### config.mk
export PLATFORM = sky130hd
export DESIGN_NAME = uart_tx_buffered
export DESIGN_NICKNAME = d
export VERILOG_FILES = /design/src/rtl/uart_tx_buffered_pkg.sv /design/src/rtl/uart_tx_buffered_sync_fifo.sv /design/src/rtl/uart_tx_buffered.sv
export SDC_FILE = /design/constraint.sdc
export NUM_CORES = 1
export LEC_CHECK = 0
export ABC_AREA = 1
export BUFFER_PORTS_ARGS = -buffer_cell sky130_fd_sc_hd__buf_4
export CAP_MARGIN = 20
export CORE_ASPECT_RATIO = 0.75
export CORE_MARGIN = 1.5
export CORE_UTILIZATION = 55
export DETAILED_ROUTE_END_ITERATION = 12
export HOLD_SLACK_MARGIN = 0.03
export PLACE_DENSITY_LB_ADDON = 0.1
export SLEW_MARGIN = 20
export SYNTH_ARGS = -nofsm -noshare
export SYNTH_HDL_FRONTEND = slang
export SYNTH_SLANG_ARGS = --single-unit
### constraint.sdc
create_clock -name clk -period 4.96 [get_ports clk]
set_input_delay 0.744 -clock clk [delete_from_list [all_inputs] [get_ports clk]]
set_output_delay 0.744 -clock clk [all_outputs]
set_load 0.05 [all_outputs]
### src/rtl/uart_tx_buffered_pkg.sv
// Shared definitions for the buffered UART transmitter: parity modes, FSM states
// and the parity helper.
package uart_tx_buffered_pkg;

    localparam int PAR_NONE = 0;
    localparam int PAR_ODD  = 1;
    localparam int PAR_EVEN = 2;

    typedef enum logic [2:0] {
        ST_IDLE,
        ST_START,
        ST_DATA,
        ST_PARITY,
        ST_STOP
    } state_t;

    // Payload is zero-extended to 8 bits by the caller; zero padding leaves XOR unchanged.
    function automatic logic parity_bit(input int mode, input logic [7:0] data);
        return (mode == PAR_ODD) ? ~^data : ^data;
    endfunction

endpackage

### src/rtl/uart_tx_buffered_sync_fifo.sv
// Synchronous FIFO with first-word-fall-through head and occupancy count.
// Writes when full and reads when empty are ignored.
module sync_fifo #(
    parameter int WIDTH = 8,
    parameter int DEPTH = 16
) (
    input  logic                     clk,
    input  logic                     rstn,
    input  logic                     wr_en,
    input  logic [WIDTH-1:0]         wr_data,
    input  logic                     rd_en,
    output logic [WIDTH-1:0]         rd_data,
    output logic                     full,
    output logic                     empty,
    output logic [$clog2(DEPTH):0]   level
);

    localparam int AW = $clog2(DEPTH);

    logic [WIDTH-1:0] mem [DEPTH];
    logic [AW-1:0]    wptr;
    logic [AW-1:0]    rptr;
    logic             do_wr;
    logic             do_rd;

    assign full    = (level == (AW+1)'(DEPTH));
    assign empty   = (level == '0);
    assign do_wr   = wr_en & ~full;
    assign do_rd   = rd_en & ~empty;
    assign rd_data = mem[rptr];

    always_ff @(posedge clk) begin
        if (do_wr) mem[wptr] <= wr_data;
    end

    always_ff @(posedge clk or negedge rstn) begin
        if (!rstn) begin
            wptr  <= '0;
            rptr  <= '0;
            level <= '0;
        end else begin
            if (do_wr) wptr <= wptr + AW'(1);
            if (do_rd) rptr <= rptr + AW'(1);
            case ({do_wr, do_rd})
                2'b10:   level <= level + (AW+1)'(1);
                2'b01:   level <= level - (AW+1)'(1);
                default: level <= level;
            endcase
        end
    end

endmodule

### src/rtl/uart_tx_buffered.sv
// UART transmitter fed by a FIFO; queued words go out as back-to-back frames.
//   state     | meaning
//   ST_IDLE   | line high, waiting for a buffered word
//   ST_START  | start bit (0)
//   ST_DATA   | DATA_BITS payload bits, LSB first
//   ST_PARITY | parity bit (only when PARITY != none)
//   ST_STOP   | STOP_BITS stop bits (1); pops the next word on the last one
module uart_tx_buffered
    import uart_tx_buffered_pkg::*;
#(
    parameter int CLOCK      = 100000000,
    parameter int BAUD       = 9600,
    parameter int DATA_BITS  = 8,
    parameter int PARITY     = 0,
    parameter int STOP_BITS  = 1,
    parameter int FIFO_DEPTH = 16
) (
    input  logic                          clk,
    input  logic                          rstn,
    input  logic [DATA_BITS-1:0]          s_data,
    input  logic                          s_valid,
    output logic                          s_ready,
    output logic                          tx,
    output logic                          busy,
    output logic [$clog2(FIFO_DEPTH):0]   fifo_level
);

    localparam int CLKS_PER_BIT = CLOCK / BAUD;
    localparam int DIV_W        = $clog2(CLKS_PER_BIT);
    localparam logic [DIV_W-1:0] DIV_LAST = DIV_W'(CLKS_PER_BIT - 1);

    state_t               state;
    logic [DIV_W-1:0]     div;
    logic [3:0]           bit_cnt;
    logic [DATA_BITS-1:0] shreg;
    logic                 par;
    logic [DATA_BITS-1:0] head;
    logic                 fifo_full;
    logic                 fifo_empty;
    logic                 push;
    logic                 pop;
    logic                 bit_end;
    logic                 last_stop;

    assign s_ready   = rstn & ~fifo_full;
    assign push      = s_valid & s_ready;
    assign bit_end   = (div == DIV_LAST);
    assign last_stop = (state == ST_STOP) && bit_end && (bit_cnt == 4'(STOP_BITS - 1));
    assign pop       = ~fifo_empty && ((state == ST_IDLE) || last_stop);
    assign busy      = (state != ST_IDLE) | ~fifo_empty;

    sync_fifo #(
        .WIDTH (DATA_BITS),
        .DEPTH (FIFO_DEPTH)
    ) u_fifo (
        .clk     (clk),
        .rstn    (rstn),
        .wr_en   (push),
        .wr_data (s_data),
        .rd_en   (pop),
        .rd_data (head),
        .full    (fifo_full),
        .empty   (fifo_empty),
        .level   (fifo_level)
    );

    always_ff @(posedge clk or negedge rstn) begin
        if (!rstn) begin
            state   <= ST_IDLE;
            div     <= '0;
            bit_cnt <= '0;
            shreg   <= '0;
            par     <= 1'b0;
            tx      <= 1'b1;
        end else if (pop) begin
            // Word is latched here; the FIFO head is never re-read mid-frame.
            state   <= ST_START;
            div     <= '0;
            bit_cnt <= '0;
            shreg   <= head;
            par     <= parity_bit(PARITY, 8'(head));
            tx      <= 1'b0;
        end else if (state != ST_IDLE) begin
            if (!bit_end) begin
                div <= div + DIV_W'(1);
            end else begin
                div <= '0;
                case (state)
                    ST_START: begin
                        tx      <= shreg[0];
                        shreg   <= shreg >> 1;
                        bit_cnt <= '0;
                        state   <= ST_DATA;
                    end
                    ST_DATA: begin
                        if (bit_cnt == 4'(DATA_BITS - 1)) begin
                            bit_cnt <= '0;
                            if (PARITY != PAR_NONE) begin
                                tx    <= par;
                                state <= ST_PARITY;
                            end else begin
                                tx    <= 1'b1;
                                state <= ST_STOP;
                            end
                        end else begin
                            tx      <= shreg[0];
                            shreg   <= shreg >> 1;
                            bit_cnt <= bit_cnt + 4'd1;
                        end
                    end
                    ST_PARITY: begin
                        tx      <= 1'b1;
                        bit_cnt <= '0;
                        state   <= ST_STOP;
                    end
                    ST_STOP: begin
                        if (last_stop) begin
                            tx    <= 1'b1;
                            state <= ST_IDLE;
                        end else begin
                            bit_cnt <= bit_cnt + 4'd1;
                        end
                    end
                    default: begin
                        tx    <= 1'b1;
                        state <= ST_IDLE;
                    end
                endcase
            end
        end
    end

endmodule

### Yosys cells after proc, flatten, opt, wreduce, memory -nomap -nowiden

Memory sizes are Yosys's and may differ from the RTL's.
Cells that the tools add are included.

* add/sub/neg operators: 6
* eq/ne operators: 13
* mux-type cells: 29
* bitwise operators: 7
* reductions and logical operators: 18

Operators by type and width (number)
* 14-bit two-way mux: 3
* 8-bit two-way mux: 4
* 4-bit two-way mux: 5
* 8-bit case mux with 2 select lines: 1
* 3-bit two-way mux: 5
* 14-bit by 1-bit adder with 14-bit output (second input constant): 1
* 14-bit equality test (second input constant): 1
* 4-bit by 1-bit adder with 4-bit output (second input constant): 3
* 3-bit by 2-bit != test with 1-bit output (second input constant): 4
* 3-bit case mux with 4 select lines: 1
* 4-bit case mux with 3 select lines: 1
* 4-bit AND reduction: 3
* 5-bit case mux with 2 select lines: 1
* 1-bit two-way mux: 7
* 3-bit by 2-bit equality test with 1-bit output (second input constant): 2
* 2-bit nonzero test: 3
* 3-bit nonzero test: 2
* 5-bit by 1-bit adder with 5-bit output (second input constant): 1
* 5-bit equality test (second input constant): 1
* 5-bit logical NOT: 1
* 5-bit by 1-bit subtractor with 5-bit output (second input constant): 1
* 1-bit bitwise AND: 4
* 4-bit by 3-bit equality test with 1-bit output (second input constant): 1
* 4-bit logical NOT: 1
* 13 further kinds: 16

* bits in registers: 43
* memory bits (writable): 128
* input bits: 11
* output and inout bits: 8
* memories: 1

Memory list
* u_fifo.mem: depth 16, width 8, rd ports 1, clocked after memory_dff 0, wr ports 1, line uart_tx_buffered_sync_fifo.sv:20 `logic [WIDTH-1:0] mem [DEPTH];`

### Logic depth before layout (Yosys ltp)

* word-level depth: 8
* gate-level depth with buffers: 19
* depth with buffers taken out: 18

### By module

Synthesis repeated with hierarchy kept, for this count alone.

* cell total of the unflattened synthesis: 881
* area total of the unflattened synthesis: 8172.8 um2

Modules (own cells, without submodules)
* sync_fifo: instances 1, cells an instance 621, area an instance 6231.0 um2
* uart_tx_buffered: instances 1, cells an instance 260, area an instance 1941.9 um2

### Least setup slack after synthesis

No wires, ideal clock.

* kind: register to register
* from: reg u_fifo.level[0]
* to: reg u_fifo.level[4]
* library setup time: 0.118 ns
* arrival time: 2.439 ns
* required time: 4.842 ns
* slack: 2.403 ns
* stages on the path, launching flop included: 13
* buffers on the path: 1
* clock period less this slack: 2.557 ns
* cell sequence: dfrtp_1 inv_1 nand4_4 nand2_4 inv_2 buf_2 ha_1 ha_1 or2_2 nand3b_1 nand2_1 nand2_1 nand2_1

RTL lines
* from (decl): line uart_tx_buffered_sync_fifo.sv:15 `output logic [$clog2(DEPTH):0] level`
* from (signal assigned): line uart_tx_buffered_sync_fifo.sv:45 `2'b10: level <= level + (AW+1)'(1);`
* from (signal assigned): line uart_tx_buffered_sync_fifo.sv:46 `2'b01: level <= level - (AW+1)'(1);`
* from (signal assigned): line uart_tx_buffered_sync_fifo.sv:47 `default: level <= level;`
* 5-bit logical NOT *: line uart_tx_buffered_sync_fifo.sv:27 `assign empty = (level == '0);`
* 1-bit inverter *: line uart_tx_buffered.sv:49 `assign pop = ~fifo_empty && ((state == ST_IDLE) || last_stop);`
* 1-bit logical AND *: line uart_tx_buffered.sv:49
* named net pop: line uart_tx_buffered.sv:41 `logic pop;`
* 1-bit bitwise AND *: line uart_tx_buffered_sync_fifo.sv:29 `assign do_rd = rd_en & ~empty;`
* 2-bit by 1-bit equality test with 1-bit output or 2-bit equality test (tied branches): line uart_tx_buffered_sync_fifo.sv:44 `case ({do_wr, do_rd})`
* 5-bit case mux with 2 select lines or 2-bit nonzero test (tied branches)

Mark *: on every way through the listed nets, which the timed path passes. The rest lies on a longest branch.
A chain may end at the register's enable or synchronous reset.

### Final worst setup path

* from: reg div[0]
* to: reg u_fifo.level[4]

* cells in the longest elaborated chain, start to end: 8

Ends and longest elaborated chain
* from (decl): line uart_tx_buffered.sv:33 `logic [DIV_W-1:0] div;`
* from (signal assigned): line uart_tx_buffered.sv:85 `div <= div + DIV_W'(1);`
* 14-bit equality test *: line uart_tx_buffered.sv:47 `assign bit_end = (div == DIV_LAST);`
* 1-bit logical AND * (2 in series): line uart_tx_buffered.sv:48 `assign last_stop = (state == ST_STOP) && bit_end && (bit_cnt == 4'(STOP_BITS - 1));`
* 1-bit logical OR *: line uart_tx_buffered.sv:49
* 1-bit logical AND *: line uart_tx_buffered.sv:49
* 1-bit bitwise AND *: line uart_tx_buffered_sync_fifo.sv:29
* 2-bit by 1-bit equality test with 1-bit output or 2-bit equality test (tied branches): line uart_tx_buffered_sync_fifo.sv:44
* 5-bit case mux with 2 select lines or 2-bit nonzero test (tied branches)

Every way passes the cells marked *; elsewhere a longest branch is shown, timed or not.

==> summary.txt <==
Run status
  • Outcome: completed

Yosys
  • Ys Warns: 0
  • Top cell type's share of synthesized area: 50.9%
  • Count of cell types in the netlist: 47
  • Synth Cell Area: 7550 sq um
  • Synthesized area per cell: 11.1 sq um
  • Mapped Cells: 679
  • Most common cell in the netlist: edfxtp_1
  • EDFF count, synth: 128
  • Synth cell count leaders: 128 x edfxtp_1, 105 x nor2_1, 97 x nand2_1
  • Leading area contributor after synthesis: edfxtp_1
  • Top FF cell, synth: edfxtp_1
  • Synth Net Count: approximately 700
  • Register area share after synthesis: 65.1%
  • Top post-synthesis cells by area: edfxtp_1 51%, dfrtp_1 14%, nor2_1 5.2%, nand2_1 4.8%, o21ai_0 4.4%
  • Register bit count reported by yosys: approximately 170
  • Ys async rst share: 25.1%

Route
  • Via count: 5210
  • Vias per cell: 5.95
  • Wire length per cell: 19.6 um
  • Routed Antenna Nets: 0
  • Drt drc: 0
  • Drt first pass iters: 5
  • Routed WL: 17.2 mm
  • DRT iter0 DRCs: slightly below 700

Placed design
  • IO Port Bufs: 18
  • Post-DP HPWL: roughly 11 mm
  • Placed cell count: 843
  • Final GP Congestion: 0.876

Global routing
  • Antenna violations before repair: 0
  • Global-route wire length before repair: 27.2 mm
  • Largest net degree at the start of global routing: 67
  • GRT Overall Usage: roughly a quarter
  • Vias in the first global route: 4879
  • Gr ovfl total: 0

Clock tree
  • Worst-skew pair later-pin latency: ~430 ps
  • TritonCTS buffer count: 17
  • Clock-pin slew on the worst setup and hold paths: 70 ps
  • CTS Hold Bufs: 0
  • H-tree depth: 4
  • CTS tree: yes
  • Setup bufs post-CTS: 0
  • # clock sinks: 171
  • Clk root buf: clkbuf_16
  • Post_cts resized: 0
  • Clock Path Buffers: 2

Power
  • Pwr/cell area: between 400 and 500 nW/um^2
  • Pleak: 0.00311 uW
  • Total power: 3380 uW
  • Max VDD drop: ~0.28 mV

Worst setup path
  • Slowest cell on crit path: dfrtp_1
  • Critical Path End Type: flip-flop
  • CP arrival: 3180 ps
  • CP cell instances: ha_1, nand3_1, nor2_2, nand3_4, nand2_4, nand2_4, inv_2, ha_1, ha_1, or2_2, nand3b_1, nand2_1, nand2_1, nand2_1
  • Worst Setup Path Type: flip-flop to flip-flop
  • Largest stage delay, worst path: around 380 ps
  • Crit start category: flip-flop
  • Data required time of the worst path: 5290 ps
  • Worst-path fanout max: 16

Finish
  • Fill cell count: ~1000
  • P&R area growth vs syn: 10.9%
  • Nets: 713
  • Share of cells above drive strength 1: 12.4%
  • Fin cells: roughly 880
  • Antenna Cells: 0
  • Fin util: 63.5%

STA
  • RSZ-0062 raised after global routing: no
  • Hold Worst Slack: between 300 and 400 ps
  • # setup viols final: 0
  • TNS Setup: 0 ps
  • Clock Skew: 7.61 ps
  • Final Critical Period: 2850 ps
  • Max Slew Vio Count: 0
  • Final hold violation count: 0
  • Slew margin rel.: between 20% and 30%
  • Slew @ Worst Pin: 1060 ps
  • Max frequency: 351 MHz
  • Final period utilization: between 50% and 60%

Floorplan
  • Num ports: 19
  • DIE HEIGHT: 104 um
  • Die width: 138 um
  • Initial Util: 57.2%
  • Die Area: 14500 sq um
  • Core Footprint: approximately 13000 sq um
  • Num rows: 36

Job
  • Max-cap violation count: 0

Min path
  • Worst hold path type: primary input to async pin
## per-layer routing
metal | wire, um | track usage (%) | part of all wire, % | up-vias
li1 | - | - | - | 2428
met1 | 7990 | 37.3 | 46 | 2514
met2 | 7120 | 34.4 | 41 | 235
met3 | 1700 | 9.30 | 9.9 | 33
met4 | 370 | 8.42 | 2.2 | 0
met5 | 0 | 0 | 0 | -
## kinds of logic after synthesis
family / after synthesis / share of synthesized area (%)
adder cells (fa/ha/maj): 11 / 1.82
AO/OA/AOI/OAI: 143 / 11.7
flip-flops: 171 / 65.1
XOR/XNOR: 13 / 1.51
buffers and inverters: 71 / 3.96
AND/OR/NAND/NOR: 270 / 15.9
## where the power goes
part,leakage [uW],internal (uW),total [uW],switching (uW)
logic,0.00113,107,388,281
registers,0.00170,1630,1680,56.7
clock network,0.000278,712,1310,598
total,0.00311,2450,3380,935
## stage by stage
step	instance area, sq um	setup slack [ps]
2_1_floorplan	7550	2400
3_3_place_gp	7790	1910
3_5_place_dp	7790	1780
4_1_cts	8380	2110
5_1_grt	8380	1830
6_report	8380	2110
## flip-flops by register name, indices dropped and copies added (netlist names)
name and cells:
u_fifo.mem 128, div 14, shreg 8, u_fifo.level 5, bit_cnt 4, u_fifo.rptr 4
u_fifo.wptr 4, state 3, tx 1
## cell type report
| class | count | area, sq um | share of cell area [%] |
|---|---|---|---|
| Tap cell | 171 | 214 | 2.55 |
| Clock inverter | 15 | 159 | 1.90 |
| Timing Repair Buffer | 20 | 150 | 1.79 |
| Sequential cell | 171 | 4920 | 58.8 |
| Inverter | 44 | 173 | 2.06 |
| Multi-Input combinational cell | 437 | 2330 | 27.9 |
| Clock buffer | 17 | 425 | 5.08 |
## worst max-delay path, delay by kind of cell (launching register included)
family                     cells  cell delay, ps
and+or+nand+nor               10            1220
adders and majority gates      3             830
DFF                            1             380
buffers and inverters          1             300
## layout by cell type (no fill, tap or decap), types with 4 or more instances in the layout
cell         n
dfrtp_1     41
nand3_1     30
o211ai_1    10
clkbuf_16   17
inv_2        6
xor2_1      10
nand2_1     97
o21ai_0     67
clkinv_4     4
o22ai_1      5
o221ai_1    16
nand4_1      8
ha_1        11
inv_1       35
buf_4       20
nor3_1       8
o21ai_1      7
inv_6        4
nor2_1     105
edfxtp_1   128
a21oi_1     21
inv_8        4
o21ai_2      6
nand2_4      4
## worst paths after layout
check / startpoint / to / slack (ps) / cells past startpoint
max: div[0]$_DFFE_PN0P_ / u_fifo.level[4]$_DFFE_PN0P_ / 2110 / 14
min reg2reg: shreg[1]$_DFFE_PN0P_ / shreg[1]$_DFFE_PN0P_ / 490 / 2
min: rstn / div[4]$_DFFE_PN0P_ / 320 / 1
max in group asynchronous: rstn / u_fifo.rptr[0]$_DFFE_PN0P_ / 4210 / 1
max reg2reg: div[0]$_DFFE_PN0P_ / u_fifo.level[4]$_DFFE_PN0P_ / 2110 / 14
min in group clk: shreg[1]$_DFFE_PN0P_ / shreg[1]$_DFFE_PN0P_ / 490 / 2
No activity file was read; power rests on OpenSTA's default activity.
